File: src/rtl/clk_period_meter.sv
// clk_period_meter: measures the rising-to-rising period of a slow asynchronous
// square wave (clk_in) in clk cycles, flags lock when LOCK_CNT consecutive
// periods fall within TOL of EXP_PERIOD, and flags loss after TIMEOUT cycles
// without a rising edge.
// Optional build macro CLK_PERIOD_METER_DUTY_EN adds high-phase measurement on
// high_time; without it high_time is held at 0.
module clk_period_meter #(
  parameter int CNT_W      = 26,
  parameter int EXP_PERIOD = 20000000,
  parameter int TOL        = 1000,
  parameter int TIMEOUT    = 40000000,
  parameter int LOCK_CNT   = 4
) (
  input  logic             clk,
  input  logic             rst,
  input  logic             clk_in,
  output logic [CNT_W-1:0] period,
  output logic             period_vld,
  output logic             locked,
  output logic             lost,
  output logic [CNT_W-1:0] high_time
);

  localparam logic [CNT_W-1:0] EXP_C      = CNT_W'(EXP_PERIOD);
  localparam logic [CNT_W-1:0] TOL_C      = CNT_W'(TOL);
  localparam logic [CNT_W-1:0] TMO_LAST_C = CNT_W'(TIMEOUT - 1);
  localparam logic [CNT_W-1:0] ONE_C      = CNT_W'(1);
  localparam logic [3:0]       LOCK_C     = 4'(LOCK_CNT);

  typedef enum logic [1:0] {
    ST_IDLE = 2'd0,
    ST_MEAS = 2'd1,
    ST_LOST = 2'd2
  } state_t;

  // Synchronizer and edge-detect flops
  logic sync1_q, sync2_q, prev_q;
  logic rise_s;

  // Measurement state
  state_t           state_q, state_d;
  logic [CNT_W-1:0] cnt_q, cnt_d;
  logic [3:0]       mcnt_q, mcnt_d;
  logic [CNT_W-1:0] period_q, period_d;
  logic             vld_q, vld_d;
  logic             locked_q, locked_d;
  logic             lost_q, lost_d;
  logic [CNT_W-1:0] high_time_q, high_time_d;

  // Match evaluation helpers
  logic [CNT_W-1:0] cnt_p1_s;
  logic [CNT_W-1:0] diff_s;
  logic             match_s;

  // High-phase value offered to high_time on each period update
  logic [CNT_W-1:0] high_src_s;

  // Two-flop synchronizer followed by the previous-value flop for edge detect
  always_ff @(posedge clk) begin
    if (rst) begin
      sync1_q <= 1'b0;
      sync2_q <= 1'b0;
      prev_q  <= 1'b0;
    end else begin
      sync1_q <= clk_in;
      sync2_q <= sync1_q;
      prev_q  <= sync2_q;
    end
  end

  assign rise_s = sync2_q & ~prev_q;

`ifdef CLK_PERIOD_METER_DUTY_EN
  logic             fall_s;
  logic [CNT_W-1:0] hcnt_q, hcnt_d;
  logic [CNT_W-1:0] shadow_q, shadow_d;
  logic [CNT_W-1:0] hcnt_inc_s;

  assign fall_s     = ~sync2_q & prev_q;
  assign hcnt_inc_s = (hcnt_q == {CNT_W{1'b1}}) ? hcnt_q : (hcnt_q + ONE_C);

  // High-phase counter restarts on rise; shadow captures its value on fall
  always_comb begin
    hcnt_d   = hcnt_inc_s;
    shadow_d = shadow_q;
    if (rise_s) begin
      hcnt_d   = {CNT_W{1'b0}};
      shadow_d = {CNT_W{1'b0}};
    end else if (fall_s) begin
      shadow_d = hcnt_inc_s;
    end else begin
      shadow_d = shadow_q;
    end
  end

  // High-phase counter and shadow register
  always_ff @(posedge clk) begin
    if (rst) begin
      hcnt_q   <= {CNT_W{1'b0}};
      shadow_q <= {CNT_W{1'b0}};
    end else begin
      hcnt_q   <= hcnt_d;
      shadow_q <= shadow_d;
    end
  end

  assign high_src_s = shadow_q;
`else
  assign high_src_s = {CNT_W{1'b0}};
`endif

  // Period and distance from the expected value (larger minus smaller)
  assign cnt_p1_s = cnt_q + ONE_C;
  assign diff_s   = (cnt_p1_s >= EXP_C) ? (cnt_p1_s - EXP_C) : (EXP_C - cnt_p1_s);
  assign match_s  = (diff_s <= TOL_C);

  // Next-state and output logic of the measurement FSM
  always_comb begin
    state_d     = state_q;
    cnt_d       = cnt_q;
    mcnt_d      = mcnt_q;
    period_d    = period_q;
    vld_d       = 1'b0;
    locked_d    = locked_q;
    lost_d      = lost_q;
    high_time_d = high_time_q;
    case (state_q)
      ST_IDLE: begin
        cnt_d = {CNT_W{1'b0}};
        if (rise_s) begin
          state_d = ST_MEAS;
        end else begin
          state_d = ST_IDLE;
        end
      end
      ST_MEAS: begin
        if (rise_s) begin
          // A rise on the timeout cycle still completes a normal period
          cnt_d       = {CNT_W{1'b0}};
          period_d    = cnt_p1_s;
          vld_d       = 1'b1;
          high_time_d = high_src_s;
          if (match_s) begin
            if (mcnt_q < LOCK_C) begin
              mcnt_d = mcnt_q + 4'd1;
            end else begin
              mcnt_d = mcnt_q;
            end
            if (mcnt_q >= (LOCK_C - 4'd1)) begin
              locked_d = 1'b1;
            end else begin
              locked_d = locked_q;
            end
          end else begin
            mcnt_d   = 4'd0;
            locked_d = 1'b0;
          end
        end else if (cnt_q == TMO_LAST_C) begin
          state_d  = ST_LOST;
          lost_d   = 1'b1;
          locked_d = 1'b0;
          mcnt_d   = 4'd0;
          cnt_d    = {CNT_W{1'b0}};
        end else begin
          cnt_d = cnt_q + ONE_C;
        end
      end
      ST_LOST: begin
        // Partial period after loss is discarded: no period update here
        cnt_d = {CNT_W{1'b0}};
        if (rise_s) begin
          state_d = ST_MEAS;
          lost_d  = 1'b0;
        end else begin
          state_d = ST_LOST;
        end
      end
      default: begin
        state_d = ST_IDLE;
        cnt_d   = {CNT_W{1'b0}};
      end
    endcase
  end

  // FSM state and registered outputs
  always_ff @(posedge clk) begin
    if (rst) begin
      state_q     <= ST_IDLE;
      cnt_q       <= {CNT_W{1'b0}};
      mcnt_q      <= 4'd0;
      period_q    <= {CNT_W{1'b0}};
      vld_q       <= 1'b0;
      locked_q    <= 1'b0;
      lost_q      <= 1'b0;
      high_time_q <= {CNT_W{1'b0}};
    end else begin
      state_q     <= state_d;
      cnt_q       <= cnt_d;
      mcnt_q      <= mcnt_d;
      period_q    <= period_d;
      vld_q       <= vld_d;
      locked_q    <= locked_d;
      lost_q      <= lost_d;
      high_time_q <= high_time_d;
    end
  end

  assign period     = period_q;
  assign period_vld = vld_q;
  assign locked     = locked_q;
  assign lost       = lost_q;
  assign high_time  = high_time_q;

endmodule

File: config.mk
export PLATFORM = sky130hd
export DESIGN_NAME = clk_period_meter
export DESIGN_NICKNAME = d
export VERILOG_FILES = /design/src/rtl/clk_period_meter.sv
export SDC_FILE = /design/constraint.sdc
export NUM_CORES = 1
export LEC_CHECK = 0
export CAP_MARGIN = 15
export CORE_UTILIZATION = 46
export CTS_BUF_LIST = sky130_fd_sc_hd__clkbuf_8
export CTS_CLUSTER_DIAMETER = 40
export CTS_CLUSTER_SIZE = 40
export DETAILED_ROUTE_END_ITERATION = 8
export GPL_TIMING_DRIVEN = 0
export PLACE_DENSITY = 0.71
export SYNTH_ARGS = -nofsm -noshare
export SYNTH_HDL_FRONTEND = slang
export SYNTH_SLANG_ARGS = --single-unit
export TNS_END_PERCENT = 30
File: constraint.sdc
create_clock -name clk -period 3.7 [get_ports clk]
set_input_delay 0.555 -clock clk [delete_from_list [all_inputs] [get_ports clk]]
set_output_delay 0.555 -clock clk [all_outputs]
set_load 0.02 [all_outputs]
Word level (Yosys, flattened, before mapping) --
Cells that the tools add are included.
Word-level totals: register bits after elaboration 64, input port bits 3, output and inout bits 55
Operators by class: $add $sub $neg 4, order comparisons 4, equal/unequal tests 8, multiplexer cells 19, bitwise gates (word level) 3, reductions and logical operators 10
Operators by type and width (count):
- adder 26 x 1 -> 26 bit, second input constant | 1
- equality test 26 bit, second input constant | 1
- >= comparator 26 x 25 -> 1 bit, second input constant | 1
- less-or-equal comparator 26 x 10 -> 1 bit, second input constant | 1
- 2-to-1 mux 26 bit | 1
- subtractor 25 x 26 -> 26 bit, first input constant | 1
- subtractor 26 x 25 -> 26 bit, second input constant | 1
- 2-to-1 mux 4 bit | 4
- 2-to-1 mux 1 bit | 9
- 2-to-1 mux 2 bit | 3
- inequality test 2 bit, second input constant | 3
- inequality test 3 x 2 -> 1 bit, second input constant | 2
- one-hot mux 2 bit (3 select lines) | 1
- AND reduction 3 bit | 2
- adder 4 x 1 -> 4 bit, second input constant | 1
- >= comparator 4 x 2 -> 1 bit, second input constant | 1
- less-than comparator 4 x 3 -> 1 bit, second input constant | 1
- AND reduction 2 bit | 2
- AND reduction 4 bit | 1
- nonzero test 2 bit | 2
- OR reduction 4 bit | 1
- equality test 2 x 1 -> 1 bit, second input constant | 1
- equality test 2 bit, second input constant | 1
- logical NOT 2 bit | 1
- other kinds (4) | 5

Depth between registers and ports, before layout --
word-level depth 6, depth in mapped cells 18, depth with buffers taken out 16

Worst setup path after synthesis --
Ideal clock, no wire load.
path type reg-to-reg, start point register cnt_q[1], end point register locked_q, in the netlist locked, setup time 0.086 ns, arrival 3.843 ns, path slack -0.229 ns, stages on the path, launching flop included 18, cell sequence dfxtp_1 > ha_1 > and4_1 > clkbuf_1 > a21boi_0 > nor2_1 > ha_1 > nor2_1 > a22oi_1 > a31oi_1 > nor2_1 > o311ai_0 > a211oi_2 > mux2i_1 > xnor2_1 > a221oi_2 > nand3_2 > a211oi_1
On the way: cells in the longest elaborated chain, start to end 6
Ends and longest elaborated chain:
- from (decl) | RTL line 42 | logic [CNT_W-1:0] cnt_q, cnt_d;
- from (signal assigned) | RTL line 189 | cnt_q <= {CNT_W{1'b0}};
- from (signal assigned) | RTL line 198 | cnt_q <= cnt_d;
- adder 26 x 1 -> 26 bit | RTL line 113 | assign cnt_p1_s = cnt_q + ONE_C;
- subtractor 25 x 26 -> 26 bit (tied with other cells) | RTL line 114 | assign diff_s = (cnt_p1_s >= EXP_C) ? (cnt_p1_s - EXP_C) : (EXP_C - cnt_p1_s);
- 2-to-1 mux 26 bit | RTL line 114
- less-or-equal comparator 26 x 10 -> 1 bit | RTL line 115 | assign match_s = (diff_s <= TOL_C);
- inequality test 3 x 2 -> 1 bit (no line) / 2-to-1 mux 1 bit (equally long branches)
- AND reduction 3 bit (no line) / 2-to-1 mux 1 bit (equally long branches)
- to (signal assigned) | RTL line 202 | locked_q <= locked_d;
- to (decl) | RTL line 46 | logic locked_q, locked_d;
Several ways; a longest one is shown, not always the timed one. A chain may end at the register's enable or synchronous reset.

Final worst setup path --
start point register cnt_q[0], end point register mcnt_q[2]
On the way: cells in the longest elaborated chain, start to end 6
Ends and longest elaborated chain:
- adder 26 x 1 -> 26 bit | RTL line 113
- subtractor 25 x 26 -> 26 bit (tied with other cells) | RTL line 114
- 2-to-1 mux 26 bit | RTL line 114
- less-or-equal comparator 26 x 10 -> 1 bit | RTL line 115
- inequality test 3 x 2 -> 1 bit (no line) / 2-to-1 mux 4 bit (equally long branches)
- AND reduction 3 bit (no line) / 2-to-1 mux 4 bit (equally long branches)
- to (signal assigned) | RTL line 199 | mcnt_q <= mcnt_d;
- to (decl) | RTL line 43 | logic [3:0] mcnt_q, mcnt_d;
Several ways; a longest one is shown, not always the timed one.

==> results.rst <==
.. list-table::
   :header-rows: 1

   * - Metric
     - Value
   * - Clk sinks
     - 64
   * - Xor and xnor fraction of the mapped netlist area
     - 8.69%
   * - Count of hold buffers inserted by post-cts repair
     - 0
   * - Slack of the worst reg-to-reg path
     - -0.08 ns
   * - Horizontal die dimension
     - 99.1 µm
   * - Area delta synth->final
     - 33.6%
   * - Largest cells by area after synthesis
     - dfxtp_1 (30%), nor2_1 (7.1%), xnor2_1 (5.9%)
   * - Number of nets in the final layout
     - 664
   * - Fraction of the mapped netlist area in compound gates
     - 20.1%
   * - Insertion delay of the later-clocked pin in the worst-skew pair
     - 0.36 ns
   * - Setup Skew
     - 0.0224 ns
   * - Synth top area share
     - 29.6%
   * - Required @ worst endpoint
     - 3.97 ns
   * - Final-report max-slew violation count
     - 0
   * - Mux cell area share after synthesis
     - 1.15%
   * - Post-layout min period
     - approximately 3.8 ns
   * - Buffers on Ports
     - 31
   * - Number of placed instances, taps included
     - 730
   * - Fraction of the yosys area taken by sequential cells
     - ~30%
   * - Post-synthesis adder-cell area fraction
     - 1.73%
   * - Root buffer cell
     - clkbuf_8
   * - Critical-path top delay cell
     - or3_1
   * - Last element of the critical path
     - mcnt_q[2]
   * - Post-synthesis register bit count
     - 64
   * - Fin worst setup slack
     - -0.0833 ns
   * - Cell count of the worst hold path
     - 1
   * - Synthesis Warnings
     - 0
   * - Area share of and/or/nand/nor cells after synthesis
     - 29.5%
   * - Count of cell types in the netlist
     - 70
   * - Final weighted congestion in routability-driven placement
     - 1.02
   * - Top Ports
     - 58
   * - Highest ir drop seen on vdd
     - 0.151 mV
   * - Pin count of the biggest net entering global routing
     - 12
   * - Outcome
     - finished with violations
   * - Transition at the pin with the smallest max-transition slack
     - between 0.8 and 0.9 ns
   * - Sum of negative setup slack
     - -0.282 ns
   * - Most frequent cells after synthesis
     - nor2_1 (82), dfxtp_1 (64), nand2_1 (39)
   * - Starting Density
     - 47.1%
   * - Worst-path clk slew
     - 0.08 ns
   * - Diodes inserted
     - 0
   * - Initial detailed-routing violation count
     - 566
   * - Power density over cell area
     - 239 nW/µm²
   * - Crit-path cells
     - buf_6 > and4_4 > buf_4 > nand3_1 > o31a_1 > or3_1 > nor2_2 > o311ai_4 > a211oi_2 > buf_4 > mux2i_4 > xnor2_2 > a221oi_4 > nand3_2 > a211oi_2
   * - Fill cell total of the finished layout
     - between 700 and 800
   * - Clock tree from TritonCTS
     - done
   * - FP Rows
     - 35
   * - DR vias/cell
     - 6.11
   * - Wirelength, routed
     - 13700 µm
   * - Post-DRT Antenna Nets
     - 0
   * - Count of flip-flops with a built-in enable after synthesis
     - 0
   * - Final standard cell utilization of the core
     - 63.0%
   * - Asr flop ratio synth
     - 0%
   * - Final hold violations
     - 0
   * - Highest attainable clock frequency
     - 264 MHz
   * - DRC violations left
     - 0
   * - Prevailing post-synth register cell
     - dfxtp_1
   * - Largest area contributor in the netlist
     - dfxtp_1
   * - Most repeated cell in the gate-level netlist after synthesis
     - nor2_1
   * - Violated checks
     - setup timing
   * - Buffer depth of the longest clock path
     - 2
   * - Share of cells above drive strength 1
     - 24.0%
   * - Number of endpoints failing setup at the final stage
     - 5
   * - Remaining max-slew budget at the tightest pin
     - 40.4%
   * - Initial antenna violation count
     - 0
   * - Die ar.
     - 9810 µm²
   * - Crit-path max FO
     - 9
   * - Total vias in the final route
     - 4704
   * - Source of the worst register-to-register timing path
     - cnt_q[0]
   * - Largest stage delay on the critical path
     - 0.51 ns
   * - Core ar.
     - 9200 µm²
   * - Depth of the critical timing path with buffers and inverters included
     - 15
   * - Worst path arrival time
     - 4.05 ns
   * - Crit Path Category
     - flip-flop to flip-flop
   * - Kind of cell adding the most delay to the critical path
     - simple AND/OR/NAND/NOR gates
   * - Hold_sp
     - sync1_q
   * - Setup repair after global routing missed its margin
     - yes
   * - Nature of the critical path startpoint
     - flip-flop
   * - Gate count of the mapped netlist
     - 562
   * - Max capacitance violation total
     - 0
   * - Largest family of logic cells by synthesized area
     - simple AND/OR/NAND/NOR gates
   * - Count of buffer and inverter cells on the critical path
     - 3
   * - Final period util
     - 102%
   * - R2r worst-path depth
     - 15
   * - Drt pass-1 iters
     - 6
   * - Worst hold slack across all endpoints
     - 0.452 ns
   * - Total grt overflow
     - 0
   * - Number of global-route vias before repair
     - 4332
   * - Cell area after synthesis
     - 4330 µm²
   * - Global-route wire length before repair
     - around 21000 µm
   * - Detailed-placement wirelength estimate
     - 9150 µm
   * - Clock buffer count from CTS
     - 9
   * - Vertical extent of the die
     - around 99 µm
   * - Final cell count without fillers
     - 770
   * - Kind of path behind the tightest hold check
     - flip-flop to flip-flop
   * - Syn Area/Cell
     - between 7 and 8 µm²
   * - GRT Overall Usage
     - 27.9%
   * - Reg2Reg Capture Point
     - mcnt_q[2]
   * - Origin of the worst setup path
     - cnt_q[0]
   * - Leakage power summed over all cells
     - between 0.002 and 0.0025 µW
   * - Sort of element at the end of the critical path
     - flip-flop
   * - Final routed wire length divided by cell count
     - 17.7 µm
   * - H-tree Lvls
     - 3
state kept, by name, summed over array words and instances (netlist names), 2 cells and up:
name	flops
state_q	2
cnt_q	26
period	26
mcnt_q	4
cell type report:
type                            instances  area (µm²)  area share [%]
Inverter                                8        30.0           0.519
Timing Repair Buffer                   62         552            9.53
Buffer                                 57         414            7.15
Multi-Input combinational cell        453        3180            54.9
Clock buffer                            9         124            2.14
Tap cell                              111         139            2.40
Sequential cell                        64        1290            22.3
Clock inverter                          6        61.3            1.06
power breakdown:
group	switching, µW	internal [µW]
sequential	3.98	693
clock	291	305
combinational	54.8	35.8
total	350	1030
logic make-up after synthesis:
family,Yosys count
AOI/OAI and AO/OA,127
xor gates and xnor gates,43
adders and majority gates,6
buffers and inverters,71
DFF,64
muxes,5
other,1
and+or+nand+nor,245
worst reg2reg max path, cell delays in order, from the launching register on:
cell	delay (ns)
dfxtp_4	0.37
buf_6	0.14
and4_4	0.27
buf_4	0.13
nand3_1	0.14
o31a_1	0.32
or3_1	0.51
nor2_2	0.21
o311ai_4	0.15
a211oi_2	0.20
buf_4	0.20
mux2i_4	0.26
xnor2_2	0.11
a221oi_4	0.27
nand3_2	0.19
a211oi_2	0.24
worst min-delay path by stage:
stage | end | slack (ns)
6_report | sync2_q | 0.45
5_1_grt | sync2_q | 0.48
4_1_cts | sync2_q | 0.46
3_5_place_dp | sync2_q | 0.44
3_3_place_gp | sync2_q | 0.44
2_1_floorplan | sync2_q | 0.41
cell usage in the layout, fill, tap and decap left out, drive strengths merged, types with 7 or more instances in the layout:
cell	n
xnor2	29
clkbuf	29
a211oi	33
conb	26
dfxtp	64
xor2	14
clkdlybuf4s50	31
nand2b	7
nand2	39
nand4	18
o21ai	20
buf	68
nand3	22
a21oi	27
nor2b	9
nor3	25
inv	8
nor4	11
nor2	82
per-stage QoR:
step | cell area, µm² | total power [µW] | worst slack, ns
2_1_floorplan | 4450 | 784 | 0.0176
3_3_place_gp | 4900 | 802 | -1.04
3_5_place_dp | 4900 | 803 | -1.09
4_1_cts | 5650 | 1380 | 0.00589
5_1_grt | 5790 | 1420 | -0.300
6_report | 5790 | 1380 | -0.0833
metal layers:
metal | up-vias | track usage [%] | share of wire (%)
li1 | 2170 | - | -
met3 | 69 | 5.89 | 9.0
met2 | 289 | 45.4 | 46
met5 | - | 0 | 0
met1 | 2176 | 35.1 | 40
met4 | 0 | 13.8 | 4.7
what timing repair did:
action | CTS | global route
cloned | 1 | 0
endpoints found under the setup margin | 5 | 5
pin swaps | 34 | 15
resized for setup | 82 | 21
buffers inserted | 25 | 5
Power figures use the tool's default switching activity.
